`src/rtl/bcd7seg_pkg.sv`:
```
// Shared segment encodings and BCD helpers for the multiplexed 7-segment counter.
// Segment vectors are {g,f,e,d,c,b,a}, active-low.
package bcd7seg_pkg;

  localparam logic [6:0] SEG_BLANK = 7'b1111111;

  localparam logic [6:0] SEG_DIGIT [0:9] = '{
    7'b1000000, 7'b1111001, 7'b0100100, 7'b0110000, 7'b0011001,
    7'b0010010, 7'b0000010, 7'b1111000, 7'b0000000, 7'b0010000
  };

  function automatic logic [6:0] seg_decode(input logic [3:0] d);
    if (d > 4'd9) return SEG_BLANK;
    return SEG_DIGIT[d];
  endfunction

  function automatic logic [3:0] sat_bcd(input logic [3:0] n);
    return (n > 4'd9) ? 4'd9 : n;
  endfunction

endpackage

```
`src/rtl/bcd_digit_cell.sv`:
```
// One BCD digit of the up/down counter; carry_out doubles as the borrow when counting down.
module bcd_digit_cell
  import bcd7seg_pkg::*;
(
  input  logic       clk,
  input  logic       reset,
  input  logic       up_dn,
  input  logic       step_in,
  input  logic       load,
  input  logic       clear,
  input  logic [3:0] load_digit,
  output logic [3:0] digit,
  output logic       carry_out
);

  logic at_limit;

  assign at_limit  = up_dn ? (digit == 4'd9) : (digit == 4'd0);
  assign carry_out = step_in && at_limit;

  always_ff @(posedge clk or posedge reset) begin
    if (reset) begin
      digit <= 4'd0;
    end else if (clear) begin
      digit <= 4'd0;
    end else if (load) begin
      digit <= sat_bcd(load_digit);
    end else if (step_in) begin
      if (up_dn) digit <= at_limit ? 4'd0 : digit + 4'd1;
      else       digit <= at_limit ? 4'd9 : digit - 4'd1;
    end
  end

endmodule

```
`src/rtl/bcd_counter_7seg_mux.sv`:
```
// N-digit BCD up/down counter with a free-running, time-multiplexed active-low
// 7-segment driver and optional leading-zero blanking.
module bcd_counter_7seg_mux
  import bcd7seg_pkg::*;
#(
  parameter int CLK_FREQ   = 100_000_000,
  parameter int TICK_HZ    = 1,
  parameter int SCAN_DIV   = 100_000,
  parameter int NUM_DIGITS = 4,
  parameter int AN_WIDTH   = 8,
  parameter int BLANK_LZ   = 1
) (
  input  logic                    clk,
  input  logic                    reset,
  input  logic                    en,
  input  logic                    up_dn,
  input  logic                    load,
  input  logic [4*NUM_DIGITS-1:0] load_val,
  input  logic                    clear,
  output logic [4*NUM_DIGITS-1:0] count,
  output logic                    wrap,
  output logic [6:0]              seg,
  output logic [AN_WIDTH-1:0]     an
);

  localparam int TICK_DIV = CLK_FREQ / TICK_HZ;
  localparam int TICK_W   = (TICK_DIV > 1) ? $clog2(TICK_DIV) : 1;
  localparam int SCAN_W   = (SCAN_DIV > 1) ? $clog2(SCAN_DIV) : 1;
  localparam int IDX_W    = (NUM_DIGITS > 1) ? $clog2(NUM_DIGITS) : 1;

  if (NUM_DIGITS < 1 || NUM_DIGITS > AN_WIDTH) begin : g_bad_digits
    $error("bcd_counter_7seg_mux: NUM_DIGITS must be in 1..AN_WIDTH");
  end
  if (TICK_DIV < 1) begin : g_bad_tick
    $error("bcd_counter_7seg_mux: CLK_FREQ/TICK_HZ must be >= 1");
  end
  if (SCAN_DIV < 1) begin : g_bad_scan
    $error("bcd_counter_7seg_mux: SCAN_DIV must be >= 1");
  end

  logic [TICK_W-1:0]     tick_cnt;
  logic                  step;
  logic [NUM_DIGITS:0]   carry;

  assign step = en && (tick_cnt == TICK_W'(TICK_DIV - 1));

  always_ff @(posedge clk or posedge reset) begin
    if (reset)              tick_cnt <= '0;
    else if (clear || load) tick_cnt <= '0;
    else if (en)            tick_cnt <= step ? '0 : tick_cnt + TICK_W'(1);
  end

  // Ripple chain: a digit steps only when every lower digit is at its limit.
  assign carry[0] = step && !clear && !load;

  for (genvar i = 0; i < NUM_DIGITS; i++) begin : g_digit
    bcd_digit_cell u_cell (
      .clk        (clk),
      .reset      (reset),
      .up_dn      (up_dn),
      .step_in    (carry[i]),
      .load       (load),
      .clear      (clear),
      .load_digit (load_val[4*i +: 4]),
      .digit      (count[4*i +: 4]),
      .carry_out  (carry[i+1])
    );
  end

  always_ff @(posedge clk or posedge reset) begin
    if (reset) wrap <= 1'b0;
    else       wrap <= carry[NUM_DIGITS];
  end

  logic [SCAN_W-1:0] scan_cnt;
  logic [IDX_W-1:0]  idx;

  always_ff @(posedge clk or posedge reset) begin
    if (reset) begin
      scan_cnt <= '0;
      idx      <= '0;
    end else if (scan_cnt == SCAN_W'(SCAN_DIV - 1)) begin
      scan_cnt <= '0;
      idx      <= (idx == IDX_W'(NUM_DIGITS - 1)) ? '0 : idx + IDX_W'(1);
    end else begin
      scan_cnt <= scan_cnt + SCAN_W'(1);
    end
  end

  // zero_from[i]: digits i..NUM_DIGITS-1 are all zero.
  logic [NUM_DIGITS-1:0] zero_from;
  logic [3:0]            cur_digit;
  logic                  cur_blank;
  logic [AN_WIDTH-1:0]   an_next;

  always_comb begin
    zero_from = '0;
    cur_digit = 4'd0;
    cur_blank = 1'b0;
    an_next   = '1;
    zero_from[NUM_DIGITS-1] = (count[4*(NUM_DIGITS-1) +: 4] == 4'd0);
    for (int i = NUM_DIGITS - 2; i >= 0; i--) begin
      zero_from[i] = zero_from[i+1] && (count[4*i +: 4] == 4'd0);
    end
    for (int i = 0; i < NUM_DIGITS; i++) begin
      if (idx == IDX_W'(i)) begin
        cur_digit  = count[4*i +: 4];
        cur_blank  = (BLANK_LZ != 0) && (i > 0) && zero_from[i];
        an_next[i] = cur_blank;
      end
    end
  end

  always_ff @(posedge clk or posedge reset) begin
    if (reset) begin
      seg <= SEG_BLANK;
      an  <= '1;
    end else begin
      seg <= cur_blank ? SEG_BLANK : seg_decode(cur_digit);
      an  <= an_next;
    end
  end

endmodule

```
`config.mk`:
```
export PLATFORM = sky130hd
export DESIGN_NAME = bcd_counter_7seg_mux
export DESIGN_NICKNAME = d
export VERILOG_FILES = /design/src/rtl/bcd7seg_pkg.sv /design/src/rtl/bcd_digit_cell.sv /design/src/rtl/bcd_counter_7seg_mux.sv
export SDC_FILE = /design/constraint.sdc
export NUM_CORES = 1
export LEC_CHECK = 0
export BUFFER_PORTS_ARGS = -buffer_cell sky130_fd_sc_hd__buf_2
export CAP_MARGIN = 30
export CORE_UTILIZATION = 40
export DETAILED_ROUTE_END_ITERATION = 10
export GPL_TIMING_DRIVEN = 0
export PLACE_DENSITY = 0.69
export SLEW_MARGIN = 20
export SYNTH_ARGS = -nofsm -noshare
export SYNTH_HDL_FRONTEND = slang
export SYNTH_SLANG_ARGS = --single-unit
```
`constraint.sdc`:
```
create_clock -name clk -period 2.8 [get_ports clk]
set_input_delay 0.56 -clock clk [delete_from_list [all_inputs] [get_ports clk]]
set_output_delay 0.56 -clock clk [all_outputs]
set_load 0.02 [all_outputs]
```
==> flow_metrics.py <==
metrics = {
    "timing": {
        "max_freq_ghz": 0.377,
        "setup_ws_ns": 0.150,
        "worst_pin_slew_ns": 0.693,
        "tns_ns": 0,
        "fin_crit_sh_pct": 94.7,
        "maxSlewHeadroom_pct": 53.8,
        "hold_slack_ns": 0.210,
        "setup_viol": 0,
        "finalWorstPathRequiredPeriod_ns": 2.65,
        "skew_ns": 0.00714,
        "hold_violations": 0,
        "rsz0062_at_grt": "false",
        "slew_violations": 0,
    },
    "global_routing": {
        "track_usage_pct": 20.9,
        "grt_max_degree": 47,
        "grt_pass1_wl_mm": 21.1,
        "grt.overflow.total": 0,
        "grt_pass1_vias": 4341,
        "antenna_found_initial": 0,
    },
    "floorplanning": {
        "die_y_um": 112,
        "rows": 39,
        "die_w_um": 112,
        "ioPinCount": 54,
        "core_area_mm2": 0.0116,
        "start_util_pct": 41.9,
        "die_area_mm2": 0.0126,
    },
    "drt": {
        "finalWirelength_mm": 12.1,
        "vias": 4259,
        "drc": 1,
        "ant_nets": 0,
        "wire_per_inst_um": 16.2,
        "dr.pass1.iters": 8,
        "via_per_inst": 5.68,
        "drt_iter0_markers": 277,
    },
    "place": {
        "dpl.hpwl_mm": 8.79,
        "place_ws_ns": 0.0704,
        "dp.cells": 733,
        "dpl_cell_area_mm2": 0.00533,
        "port_buffers": 49,
        "gp_congestion": 0.912,
    },
    "setup_path": {
        "startpoint_type": "flop",
        "required_ns": 3.02,
        "crit_path_max_incr_delay_ns": 0.48,
        "end_kind": "flop",
        "critPathKind": "flop to flop",
        "crit_slowest_cell": "or4b_1",
        "cp_max_fo": 8,
        "path_cells": "clkbuf_1 > inv_1 > ha_1 > or4b_1 > o21ai_1 > nand2_1 > o21ai_2 > mux2_2",
        "crit_buf_inv": 2,
        "arrival_ns": 2.87,
        "cp_top_family": "simple AND/OR/NAND/NOR gates",
    },
    "flow_run": {
        "cap_viol_max_count": 0,
    },
    "clock_network": {
        "htreeDepth": 3,
        "cts_root_buffer": "clkbuf_16",
        "cts_tree": "yes",
        "clockBufferDepth": 2,
        "postCtsHoldBufs": 0,
        "cts_buffers": 9,
        "clk_pin_slew_ns": 0.06,
        "cts.sinks": 74,
        "insertion_delay_ns": 0.34,
    },
    "logic_synthesis": {
        "yosys_warnings": 0,
        "synthXorXnorAreaFrac_pct": 7.20,
        "yosys-mux-area-fraction_pct": 4.86,
        "synth-simple-area-share_pct": 23.8,
        "synthDistinctLibCells": 74,
        "netlist_instances": 537,
        "syn_area_mm2": 0.00486,
        "synth_compound_area_share_pct": 14.0,
        "synth-async-reset-ratio_pct": 100,
        "synth-edff-count": 0,
        "yosysSeqAreaShare_pct": 38.4,
        "synth-seq-cells": 74,
        "synth-main-ff-cell": "dfrtp_1",
        "synth_adder_area_share_pct": 6.43,
        "synth_top_family_by_area": "simple AND/OR/NAND/NOR gates",
        "syn_area_per_cell_um2": 9.06,
    },
    "hold_path": {
        "hp-class": "primary input to async pin",
    },
    "outcome": {
        "violations": "design-rule violations",
        "status": "finished with violations",
    },
    "pwr": {
        "leakage_nw": 2.47,
        "p_per_area_mw_per_mm2": 497,
        "ir_drop_uv": 243,
    },
    "finish": {
        "antenna_cells": 0,
        "drive_above_1_share_pct": 19.6,
        "final_cell_mix": "63 x dfrtp_1, 55 x nor2_1, 53 x buf_2, 40 x nand2_1, 29 x inv_1",
        "final-instance-count-excl-fill": 750,
        "syn_to_final_growth_pct": 16.2,
        "final_area_mm2": 0.00565,
        "final_common_cell": "dfrtp_1",
        "fin_nets": 649,
    },
}
==> state kept, by name, summed over array words and instances (netlist names) <==
name / flops
tick_cnt: 27
an: 4
scan_cnt: 17
idx: 2
g_digit.u_cell.digit: 16
wrap: 1
seg: 7
==> synthesized netlist by cell type (all sizes together), types with 3 or more instances <==
cell,number,area [um2]
a211oi,3,22.5
a21oi,22,110
a22oi,3,22.5
a31o,4,35.0
a31oi,4,25.0
and2,4,25.0
and3,5,31.3
and4,7,63.8
buf,11,68.8
clkbuf,19,71.3
dfrtp,63,1580
dfstp,11,289
ha,25,313
inv,30,113
mux2,9,101
mux2i,9,90.1
nand2,40,150
nand2b,10,62.6
nand3,23,115
nand3b,5,37.5
nand4,11,90.1
nor2,56,218
nor3,18,90.1
nor4,10,62.6
nor4b,6,52.6
o211ai,3,22.5
o21ai,29,145
o31ai,5,37.5
or3,3,18.8
or4,4,33.8
xnor2,22,193
xor2,18,158
==> worst paths after layout <==
path	cells after the start	endpoint	from	slack (ns)
max	8	g_digit[3].u_cell.digit[2]$_DFFE_PP0P_	g_digit[1].u_cell.digit[0]$_DFFE_PP0P_	0.15
min reg2reg	1	scan_cnt[14]$_DFF_PP0_	scan_cnt[14]$_DFF_PP0_	0.49
max in group asynchronous	3	an[1]$_DFF_PP1_	reset	1.98
min	2	scan_cnt[13]$_DFF_PP0_	reset	0.21
max reg2reg	8	g_digit[3].u_cell.digit[2]$_DFFE_PP0P_	g_digit[1].u_cell.digit[0]$_DFFE_PP0P_	0.15
min in group clk	1	scan_cnt[14]$_DFF_PP0_	scan_cnt[14]$_DFF_PP0_	0.49
==> cell families after synthesis <==
kind of cell               count (synthesis)
AOI/OAI and AO/OA                        102
xor gates and xnor gates                  40
adders and majority gates                 25
buffers and inverters                     60
DFF                                       74
muxes                                     20
other                                      1
and+or+nand+nor                          215
==> area by class of cell <==
cell class,count,area (um2)
fill,1100,5960
multi-input combinational,406,2770
sequential,74,1870
timing repair buffer,51,278
clock buffer,12,246
tap,143,179
buffer,30,143
inverter,30,115
clock inverter,4,51.3
==> per-layer routing <==
layer	up-vias	wire (um)	GRT usage (%)
met5	-	0	0
met4	0	291	7.91
met3	31	588	4.54
met2	116	5930	35.3
met1	2068	5310	26.1
li1	2044	-	-
==> metrics by stage <==
stage	utilization, %	power (mW)
finish	48.7	2.81
global route	48.7	2.94
CTS	48.4	2.82
floorplan	-	1.50
global placement	45.6	1.63
detailed placement	45.9	1.65
==> what timing repair did <==
item | CTS | global route
resized for setup | 0 | 8
setup buffers | 0 | 0
setup endpoints to repair | 0 | 11
==> where the power goes <==
part           total [mW]  switching (mW)  internal [mW]
Combinational       0.480           0.299          0.181
Clock                1.17           0.455          0.717
Sequential           1.16          0.0417           1.12
Total                2.81           0.795           2.01
Power figures use the tool's default switching activity.
